<file path="src/rtl/ddr_axi_cmd_arbiter.sv">
// ---------------------------------------------------------------------------
// ddr_axi_cmd_arbiter
//
// Purpose:
//   Shares the DDR controller's single combined AXI address channel between
//   the video frame writer (write requester) and the HDMI scan-out reader
//   (read requester). One command is in flight on the address channel at a
//   time. Ties are broken round-robin, and the reader gets strict priority
//   while its FIFO is urgent. Per-direction outstanding bursts are capped by
//   snooping the B and R response channels.
//
// Ports:
//   aclk_i, arst_i          clock, synchronous active-high reset
//   wr_req_*                write command request (addr, len-1, valid) and
//                           a one-cycle ready/accept pulse
//   rd_req_*                read command request, same handshake
//   rd_urgent_i             scan-out FIFO below its low-water mark
//   m_axi_a*                combined AXI address channel (master side)
//   m_axi_b*/m_axi_r*       response snoop inputs (monitor only)
//   wr_/rd_outstanding_o    outstanding burst counters
//   err_o                   sticky counter protocol error
// ---------------------------------------------------------------------------
module ddr_axi_cmd_arbiter #(
    parameter int unsigned MAX_OUT = 4,
    parameter logic [7:0]  WR_ID   = 8'h01,
    parameter logic [7:0]  RD_ID   = 8'h02,
    parameter int unsigned CNT_W   = 4
) (
    input  logic             aclk_i,
    input  logic             arst_i,
    input  logic [31:0]      wr_req_addr_i,
    input  logic [7:0]       wr_req_len_i,
    input  logic             wr_req_valid_i,
    output logic             wr_req_ready_o,
    input  logic [31:0]      rd_req_addr_i,
    input  logic [7:0]       rd_req_len_i,
    input  logic             rd_req_valid_i,
    output logic             rd_req_ready_o,
    input  logic             rd_urgent_i,
    output logic [7:0]       m_axi_aid_o,
    output logic [31:0]      m_axi_aaddr_o,
    output logic [7:0]       m_axi_alen_o,
    output logic [2:0]       m_axi_asize_o,
    output logic [1:0]       m_axi_aburst_o,
    output logic [1:0]       m_axi_alock_o,
    output logic             m_axi_atype_o,
    output logic             m_axi_avalid_o,
    input  logic             m_axi_aready_i,
    input  logic             m_axi_bvalid_i,
    input  logic             m_axi_bready_i,
    input  logic             m_axi_rvalid_i,
    input  logic             m_axi_rready_i,
    input  logic             m_axi_rlast_i,
    output logic [CNT_W-1:0] wr_outstanding_o,
    output logic [CNT_W-1:0] rd_outstanding_o,
    output logic             err_o
);

    localparam logic [CNT_W-1:0] MAX_OUT_C = CNT_W'(MAX_OUT);
    localparam logic [CNT_W-1:0] ONE_C     = CNT_W'(1);
    localparam logic [CNT_W-1:0] ZERO_C    = CNT_W'(0);

    typedef enum logic [1:0] {
        ST_IDLE     = 2'd0,
        ST_ISSUE_WR = 2'd1,
        ST_ISSUE_RD = 2'd2
    } state_e;

    state_e            state_r;
    state_e            state_nxt_s;
    logic              avalid_r;
    logic [7:0]        aid_r;
    logic [31:0]       aaddr_r;
    logic [7:0]        alen_r;
    logic              atype_r;
    logic              wr_ready_r;
    logic              rd_ready_r;
    logic              last_grant_wr_r;
    logic [CNT_W-1:0]  wr_cnt_r;
    logic [CNT_W-1:0]  rd_cnt_r;
    logic              err_r;

    logic              wr_elig_s;
    logic              rd_elig_s;
    logic              grant_wr_s;
    logic              grant_rd_s;
    logic              accept_s;
    logic [CNT_W:0]    wr_upd_s;
    logic [CNT_W:0]    rd_upd_s;

    // Counter update: returns {error, next_count}. Simultaneous increment and
    // decrement cancel out; a decrement at zero or an increment past the cap
    // leaves the count unchanged and flags an error.
    function automatic logic [CNT_W:0] cnt_next(
        input logic [CNT_W-1:0] cnt,
        input logic             inc,
        input logic             dec
    );
        logic [CNT_W:0] res;
        case ({inc, dec})
            2'b10: begin
                if (cnt >= MAX_OUT_C) begin
                    res = {1'b1, cnt};
                end else begin
                    res = {1'b0, cnt + ONE_C};
                end
            end
            2'b01: begin
                if (cnt == ZERO_C) begin
                    res = {1'b1, ZERO_C};
                end else begin
                    res = {1'b0, cnt - ONE_C};
                end
            end
            default: res = {1'b0, cnt};
        endcase
        return res;
    endfunction

    // Eligibility and counter next-values, always from registered counts so a
    // response in the grant cycle cannot influence that cycle's decision.
    always_comb begin
        wr_elig_s = wr_req_valid_i && (wr_cnt_r < MAX_OUT_C);
        rd_elig_s = rd_req_valid_i && (rd_cnt_r < MAX_OUT_C);
        accept_s  = avalid_r && m_axi_aready_i;
        wr_upd_s  = cnt_next(wr_cnt_r, accept_s && atype_r,
                             m_axi_bvalid_i && m_axi_bready_i);
        rd_upd_s  = cnt_next(rd_cnt_r, accept_s && !atype_r,
                             m_axi_rvalid_i && m_axi_rready_i && m_axi_rlast_i);
    end

    // Next-state and grant decision.
    always_comb begin
        state_nxt_s = state_r;
        grant_wr_s  = 1'b0;
        grant_rd_s  = 1'b0;
        case (state_r)
            ST_IDLE: begin
                // Urgency overrides fairness, but rd_elig_s already embeds the cap.
                if (rd_urgent_i && rd_elig_s) begin
                    grant_rd_s = 1'b1;
                end else if (wr_elig_s && rd_elig_s) begin
                    if (last_grant_wr_r) begin
                        grant_rd_s = 1'b1;
                    end else begin
                        grant_wr_s = 1'b1;
                    end
                end else if (wr_elig_s) begin
                    grant_wr_s = 1'b1;
                end else if (rd_elig_s) begin
                    grant_rd_s = 1'b1;
                end else begin
                    grant_wr_s = 1'b0;
                    grant_rd_s = 1'b0;
                end
                if (grant_wr_s) begin
                    state_nxt_s = ST_ISSUE_WR;
                end else if (grant_rd_s) begin
                    state_nxt_s = ST_ISSUE_RD;
                end else begin
                    state_nxt_s = ST_IDLE;
                end
            end
            ST_ISSUE_WR, ST_ISSUE_RD: begin
                if (m_axi_aready_i) begin
                    state_nxt_s = ST_IDLE;
                end else begin
                    state_nxt_s = state_r;
                end
            end
            default: state_nxt_s = ST_IDLE;
        endcase
    end

    // State, command registers, ready pulses, counters and sticky error.
    always_ff @(posedge aclk_i) begin
        if (arst_i) begin
            state_r         <= ST_IDLE;
            avalid_r        <= 1'b0;
            aid_r           <= 8'h00;
            aaddr_r         <= 32'h0000_0000;
            alen_r          <= 8'h00;
            atype_r         <= 1'b0;
            wr_ready_r      <= 1'b0;
            rd_ready_r      <= 1'b0;
            last_grant_wr_r <= 1'b1;
            wr_cnt_r        <= ZERO_C;
            rd_cnt_r        <= ZERO_C;
            err_r           <= 1'b0;
        end else begin
            state_r    <= state_nxt_s;
            wr_ready_r <= grant_wr_s;
            rd_ready_r <= grant_rd_s;
            if (grant_wr_s) begin
                avalid_r        <= 1'b1;
                aid_r           <= WR_ID;
                aaddr_r         <= {wr_req_addr_i[31:4], 4'h0};
                alen_r          <= wr_req_len_i;
                atype_r         <= 1'b1;
                last_grant_wr_r <= 1'b1;
            end else if (grant_rd_s) begin
                avalid_r        <= 1'b1;
                aid_r           <= RD_ID;
                aaddr_r         <= {rd_req_addr_i[31:4], 4'h0};
                alen_r          <= rd_req_len_i;
                atype_r         <= 1'b0;
                last_grant_wr_r <= 1'b0;
            end else if (accept_s) begin
                avalid_r <= 1'b0;
            end else begin
                avalid_r <= avalid_r;
            end
            wr_cnt_r <= wr_upd_s[CNT_W-1:0];
            rd_cnt_r <= rd_upd_s[CNT_W-1:0];
            err_r    <= err_r | wr_upd_s[CNT_W] | rd_upd_s[CNT_W];
        end
    end

    assign wr_req_ready_o   = wr_ready_r;
    assign rd_req_ready_o   = rd_ready_r;
    assign m_axi_aid_o      = aid_r;
    assign m_axi_aaddr_o    = aaddr_r;
    assign m_axi_alen_o     = alen_r;
    assign m_axi_asize_o    = 3'd4;
    assign m_axi_aburst_o   = 2'b01;
    assign m_axi_alock_o    = 2'b00;
    assign m_axi_atype_o    = atype_r;
    assign m_axi_avalid_o   = avalid_r;
    assign wr_outstanding_o = wr_cnt_r;
    assign rd_outstanding_o = rd_cnt_r;
    assign err_o            = err_r;

endmodule
</file>
<file path="config.mk">
export PLATFORM = sky130hd
export DESIGN_NAME = ddr_axi_cmd_arbiter
export DESIGN_NICKNAME = d
export VERILOG_FILES = /design/src/rtl/ddr_axi_cmd_arbiter.sv
export SDC_FILE = /design/constraint.sdc
export NUM_CORES = 1
export LEC_CHECK = 0
export ABC_CLOCK_PERIOD_IN_PS = 1500
export CORE_MARGIN = 10
export CORE_UTILIZATION = 35
export DETAILED_ROUTE_END_ITERATION = 8
export PLACE_DENSITY = 0.84
export SYNTH_ARGS = -nofsm -noshare
export SYNTH_HDL_FRONTEND = slang
export SYNTH_SLANG_ARGS = --single-unit
</file>
<file path="constraint.sdc">
create_clock -name aclk_i -period 1.5 [get_ports aclk_i]
set_input_delay 0.225 -clock aclk_i [delete_from_list [all_inputs] [get_ports aclk_i]]
set_output_delay 0.225 -clock aclk_i [all_outputs]
set_load 0.03 [all_outputs]
</file>
==> impl_results.md, run 1 <==
* WL final at 11200 µm
* RSZ-0062 raised after global routing: yes
* Number of vias in the routed layout at between 3000 and 4000
* Finished Cell Area at 0.00516 mm²
* Critical path endpoint category: register
* Status: complete, but fails checks
* Dpl cell area at 0.00438 mm²
* Critical Path RT at ~1.7 ns
* PortBufs at approximately 130
* Top cell type's share of synthesized area at a little under two fifths
* Hold depth at 2
* P per Cell Area at 885 mW/mm²
* First-pass GRT wire length at roughly 16000 µm
* Starting DRT DRC Count at 126
* Yosys reg bits at 53
* Hold Fails Final Rpt at 0
* Clock transition at path regs at 0.10 ns
* PnR Total Power at approximately 4.6 mW
* Syn avg cell area at ~8 µm²
* Leakage at roughly 2.2 nW
* Cell taking the most area after synthesis: dfxtp_1
* Placed Instances at between 500 and 600
* Antenna Cells at 0
* Worst setup path category: reg -> reg
* Total congestion overflow at 0
* Worst-path maximum fanout at 13
* Failing checks: negative setup slack
* Rows at 32
* Final count of negative-setup-slack endpoints at 39
* Min-Delay Startpoint: arst_i
* Fraction of registers with async set/reset at 0%
* Syn-to-layout area delta at 84.7%
* Remaining antenna violation count at 0
* H-Tree Depth at 2
* Clk_lat worst skew at 0.30 ns
* Post-synth EDFFs at 0
* Vias in the first global route at between 3000 and 4000
* CTS Sinks at 53
* Die footprint at between 0.01 and 0.015 mm²
* Fillers at 595
* Count of cell types in the netlist at 39
* Clock Path Buffers at 2
* YS warnings at 0
* Flop2flop setup slack at -0.19 ns
* Minimum clock period at 1.69 ns
* Largest net degree at the start of global routing at 33
* Synthesized cell area at roughly 0.0028 mm²
* CTS root buf: clkbuf_8
* Post-route DRC at 0
* Number of max-cap violations at 0
* Final Skew at 0.00432 ns
* DR WL/cell at approximately 18 µm
* Final Non-Filler Cells at about 610
* Post-DP HPWL at between 7000 and 8000 µm
* Global-route usage over all layers at approximately 17%
* Startpoint types: register
* Final worst slack at -0.186 ns
* Predominant post-synthesis flop cell: dfxtp_1
* Starting Density at between 30 and 40%
* Worst Hold Endpoint: rd_outstanding_o[0]$_SDFFE_PP0P_
* Share of cells above drive strength 1 at roughly 31%
* Initial antenna violation count at 1
* Area contributors post-synth: dfxtp_1, nand2_1, a311oi_2, a311oi_1, nor2_1
* Number of vias per cell at roughly 5.1
* Core area at between 0.007 and 0.008 mm²
* Max Fclk at 593 MHz
* Worst hold path type: in -> reg
* CP arrival at ~1.9 ns
* R2R Path Start: state_r[0]$_SDFFE_PP0P_
* DR pass1 iterations at 5
* Syn Inst Count at about 340
* TritonCTS clock tree: yes
* Number of primary I/O pins at between 150 and 200
* Register area share after synthesis at 38.0%
* Maximum vdd drop at between 0.4 and 0.5 mV
* Max-slew violation count at 0
* CTS buffer count at 5
* Number of nets in the layout at around 600
* Fin crit share at 112%
* Reg2reg end: m_axi_aaddr_o[13]$_SDFFE_PP0P_
* Cells on worst reg2reg path at 9
* Die Width at about 110 µm
* Routability cong. at about 0.83
* Die Y at 109 µm
[power breakdown]
part,total [mW],switching [mW],internal [mW]
clock network,0.960,0.474,0.486
registers,1.65,0.0902,1.56
logic,1.95,1.05,0.900
total,4.57,1.62,2.95
[worst max path at each step]
stage                                     startpoint                        endpoint  slack, ns
global placement                      rd_req_valid_i   m_axi_aaddr_o[5]$_SDFFE_PP0P_      -0.39
global route                 state_r[0]$_SDFFE_PP0P_  m_axi_aaddr_o[13]$_SDFFE_PP0P_      -0.24
finish                       state_r[0]$_SDFFE_PP0P_  m_axi_aaddr_o[13]$_SDFFE_PP0P_      -0.19
detailed placement                    rd_req_valid_i  m_axi_aaddr_o[29]$_SDFFE_PP0P_      -0.45
CTS                 rd_outstanding_o[3]$_SDFFE_PP0P_  m_axi_aaddr_o[21]$_SDFFE_PP0P_      -0.19
floorplan           rd_outstanding_o[3]$_SDFFE_PP0P_  m_axi_aaddr_o[24]$_SDFFE_PP0P_      -0.13
[registers in the layout, summed over array words and instances, names as in the netlist, 2 cells and up]
signal,cells
m_axi_aaddr_o,28
m_axi_aid_o,2
m_axi_alen_o,8
rd_outstanding_o,4
state_r,2
wr_outstanding_o,4
[cell type report]
type | instances | area, µm² | area share, %
Timing Repair Buffer | 185 | 1920 | 37.3
Clock buffer | 5 | 68.8 | 1.33
Inverter | 13 | 48.8 | 0.946
Sequential cell | 53 | 1080 | 20.9
Clock inverter | 2 | 35.0 | 0.679
Tap cell | 102 | 128 | 2.48
Multi-Input combinational cell | 252 | 1870 | 36.3
[repair_timing]
action                     4_1_cts  5_1_grt
setup buffers                   13        5
gates cloned                     7        2
hold buffers                     0        0
setup endpoints to repair       98       51
pin swaps                       23       33
gates resized for setup        112       58
[cells in the mapped netlist, drive strengths merged (2+ instances only)]
cell type	n
nand2	78
dfxtp	53
nor2	45
a311oi	36
buf	35
inv	13
a21oi	12
o21ai	11
ha	10
nand3	8
clkbuf	5
a31oi	3
mux2i	3
nor2b	3
and2	2
conb	2
nand2b	2
nand4bb	2
nor3	2
nor4	2
o211ai	2
o311ai	2
or3	2
[routing by layer]
metal / track usage, % / part of all wire, % / up-vias
met1: 19.0 / 38 / 1483
met3: 5.27 / 8.2 / 16
met4: 5.39 / 1.9 / 0
met2: 30.7 / 52 / 129
li1: - / - / 1490
met5: 0 / 0 / -
[layout by cell type (no fill, tap or decap), types with 3 or more instances in the layout]
cell	instances
buf_6	14
dfxtp_1	42
inv_2	3
conb_1	17
clkdlybuf4s50_1	79
buf_4	23
a311oi_1	7
dfxtp_2	9
dlygate4sd2_1	52
nor2_1	40
nor2_2	4
buf_16	4
buf_12	7
ha_4	3
a21oi_1	10
nand3_1	6
a311oi_2	29
nand2_1	51
nand2_2	15
inv_1	10
clkbuf_8	5
nand2_4	12
mux2i_1	3
ha_1	7
o21ai_0	6
[cells by family (layout without fill, tap and decap cells)]
logic type	Yosys count	after routing	share of synthesized area, %
and+or+nand+nor	151	151	23.2
AOI/OAI and AO/OA	71	71	21.9
DFF	53	53	38.0
buffers and inverters	53	205	11.1
adders and majority gates	10	10	4.48
muxes	3	3	1.08
other	2	17	0.269
[worst max-delay path: stages, from the launching register on]
cell      delay [ns]
dfxtp_2         0.35
inv_2           0.05
ha_4            0.15
and4bb_2        0.24
buf_6           0.13
o21ai_4         0.07
buf_6           0.15
buf_16          0.13
nand2_1         0.07
a311oi_2        0.25
[metrics by stage]
| stage | setup TNS [ns] | util, % | worst slack (ns) | hold slack, ns |
|---|---|---|---|---|
| after floorplan | -2.97 | - | -0.127 | 0.378 |
| after global placement | -17.16 | 56.6 | -0.394 | 0.451 |
| after detailed placement | -18.58 | 56.6 | -0.446 | 0.455 |
| after CTS | -5.79 | 64.1 | -0.194 | 0.189 |
| after global routing | -7.88 | 66.7 | -0.237 | 0.198 |
| final | -5.02 | 66.7 | -0.186 | 0.194 |
Note: power is estimated with default switching activity, not from simulation.
==> run 2, diff against run 1 <==
- ABC_CLOCK_PERIOD_IN_PS: 1500 -> 2100
- CORE_UTILIZATION: 35 -> 40
- PLACE_DENSITY: 0.84 -> 0.91
- clock period: 1.5 -> 2.1 ns (I/O delays scaled with it)
==> impl_results.md, run 2 (same netlist as run 1, synthesis figures left out) <==
* Status: finished, final reports clean
* CTS buffer count at 5
* PortBufs at 133
* R2R Path Start: m_axi_avalid_o$_SDFFE_PP0P_
* Number of max-cap violations at 0
* Critical Path RT at 1.78 ns
* Worst-path maximum fanout at 11
* Clk_lat worst skew at ~0.3 ns
* Max-slew violation count at 0
* Post-DP HPWL at approximately 7000 µm
* Routability cong. at 0.852
* Reg2reg end: rd_outstanding_o[3]$_SDFFE_PP0P_
* Delay-heaviest family, CP: buffers and inverters
* CTS Sinks at 53
* WL final at 9010 µm
* CTS root buf: clkbuf_8
* DR pass1 iterations at 4
* Fillers at between 500 and 600
* P per Cell Area at 693 mW/mm²
* Startpoint types: register
* Gates resized, CTS repair at 0
* Min-Delay Startpoint: arst_i
* Hold Fails Final Rpt at 0
* CP arrival at around 1.6 ns
* Initial antenna violation count at 0
* Slowest stage cell, crit path: clkdlybuf4s50_1
* Number of primary I/O pins at between 150 and 200
* First-pass GRT wire length at roughly 15000 µm
* Post-CTS Setup Bufs at 0
* Starting DRT DRC Count at roughly 110
* Number of vias per cell at approximately 5.1
* Hold depth at 2
* Antenna Cells at 0
* Clock transition at path regs at 0.09 ns
* Global-route usage over all layers at between 15 and 20%
* DR WL/cell at ~16 µm
* Cts hold-fix bufs at 0
* Finished Cell Area at 0.00430 mm²
* Share of cells above drive strength 1 at 7.87%
* Worst setup path category: reg -> out
* Max reg flops at 28
* Remaining antenna violation count at 0
* Dpl cell area at roughly 0.0042 mm²
* TritonCTS clock tree: yes
* Max Fclk at ~530 MHz
* H-Tree Depth at 2
* Most frequent cells in the layout: clkdlybuf4s50_1, nand2_1, dfxtp_1
* Number of vias in the routed layout at between 2000 and 3000
* Die Y at 104 µm
* Crit path buf inv count at 1
* Vias in the first global route at 2939
* Die Width at approximately 100 µm
* Worst hold path type: in -> reg
* DP Worst Slack at -0.0627 ns
* Worst Hold Endpoint: m_axi_avalid_o$_SDFFE_PP0P_
* Fin crit share at 90.1%
* Die footprint at 0.0107 mm²
* Final setup TNS at 0 ns
* Core area at approximately 0.0068 mm²
* Final worst slack at between 0.2 and 0.25 ns
* Post-route DRC at 0
* Rows at 30
* Flop2flop setup slack at 0.39 ns
* Largest net degree at the start of global routing at 42
* Starting Density at about 41%
* Most common cell after layout, fill and taps aside: clkdlybuf4s50_1
* Cells on worst reg2reg path at 6
* Total congestion overflow at 0
* Minimum clock period at between 1.5 and 2 ns
* Syn-to-layout area delta at 54.1%
* Crit-path max cell delay at roughly 0.76 ns
* Leakage at 1.70 nW
* Maximum vdd drop at ~0.36 mV
* Final count of negative-setup-slack endpoints at 0
* Clock Path Buffers at 2
* Final Skew at 0.00669 ns
* RSZ-0062 raised after global routing: no
* CP Cell Sequence: clkdlybuf4s50_1
* Critical path endpoint category: output pin
* Number of nets in the layout at 570
==> run 2: cell count changes in the layout (fill, tap and decap cells not counted), sizes merged <==
cell,previous run,this run
clkinv,1,0
buf,51,12
clkdlybuf4s15,1,0
dlygate4sd2,52,0
clkdlybuf4s50,79,132
==> run 2: worst max-delay path by stage <==
stage,startpoint,to,slack (ns),cells after the start
finish,rd_outstanding_o[3]$_SDFFE_PP0P_,rd_outstanding_o[3],0.21,1
CTS,wr_outstanding_o[2]$_SDFFE_PP0P_,wr_outstanding_o[2],0.19,1
global route,m_axi_aready_i,rd_outstanding_o[3]$_SDFFE_PP0P_,0.09,7
detailed placement,m_axi_aready_i,wr_outstanding_o[2]$_SDFFE_PP0P_,-0.06,7
global placement,m_axi_aready_i,rd_outstanding_o[3]$_SDFFE_PP0P_,0.03,7
floorplan,m_axi_avalid_o$_SDFFE_PP0P_,rd_outstanding_o[0]$_SDFFE_PP0P_,0.35,8
==> run 2: power breakdown <==
group          total, mW  internal, mW  switching [mW]  leakage (nW)
sequential          1.18          1.12          0.0603         0.439
clock              0.717         0.389           0.328        0.0585
combinational       1.09         0.490           0.599          1.20
total               2.98          1.99           0.988          1.70
==> run 2: layout make-up <==
type                    count  area (µm²)  share of cell area, %
well taps                  96         120                   2.79
repair buffers            144        1470                   34.2
clock inverters             1        30.0                  0.698
inverters                  13        48.8                   1.13
clock buffers               7        86.3                   2.01
flip-flops and latches     53        1060                   24.7
multi-input cells         252        1490                   34.5
==> run 2: worst register-to-register path, delay by kind of cell (launching register included) <==
| kind | cells | cell delay, ns |
|---|---|---|
| compound gates | 1 | 0.17 |
| fa+ha+maj | 1 | 0.32 |
| flops | 1 | 0.38 |
| simple gates | 4 | 0.77 |
==> run 2: metal layers <==
layer,wire [µm],GRT usage (%),up-vias
met5,0,0,-
met4,86,4.33,0
met3,596,3.90,7
met2,4720,29.3,110
met1,3610,18.3,1394
li1,-,-,1403
==> run 2: through the flow <==
step,utilization (%),cells,hold WS (ns),total power [mW]
2_1_floorplan,-,358,0.441,1.83
3_3_place_gp,61.6,558,0.456,2.26
3_5_place_dp,61.6,558,0.467,2.29
4_1_cts,63.3,566,0.431,3.01
5_1_grt,63.3,566,0.453,3.14
6_report,63.3,566,0.433,2.98
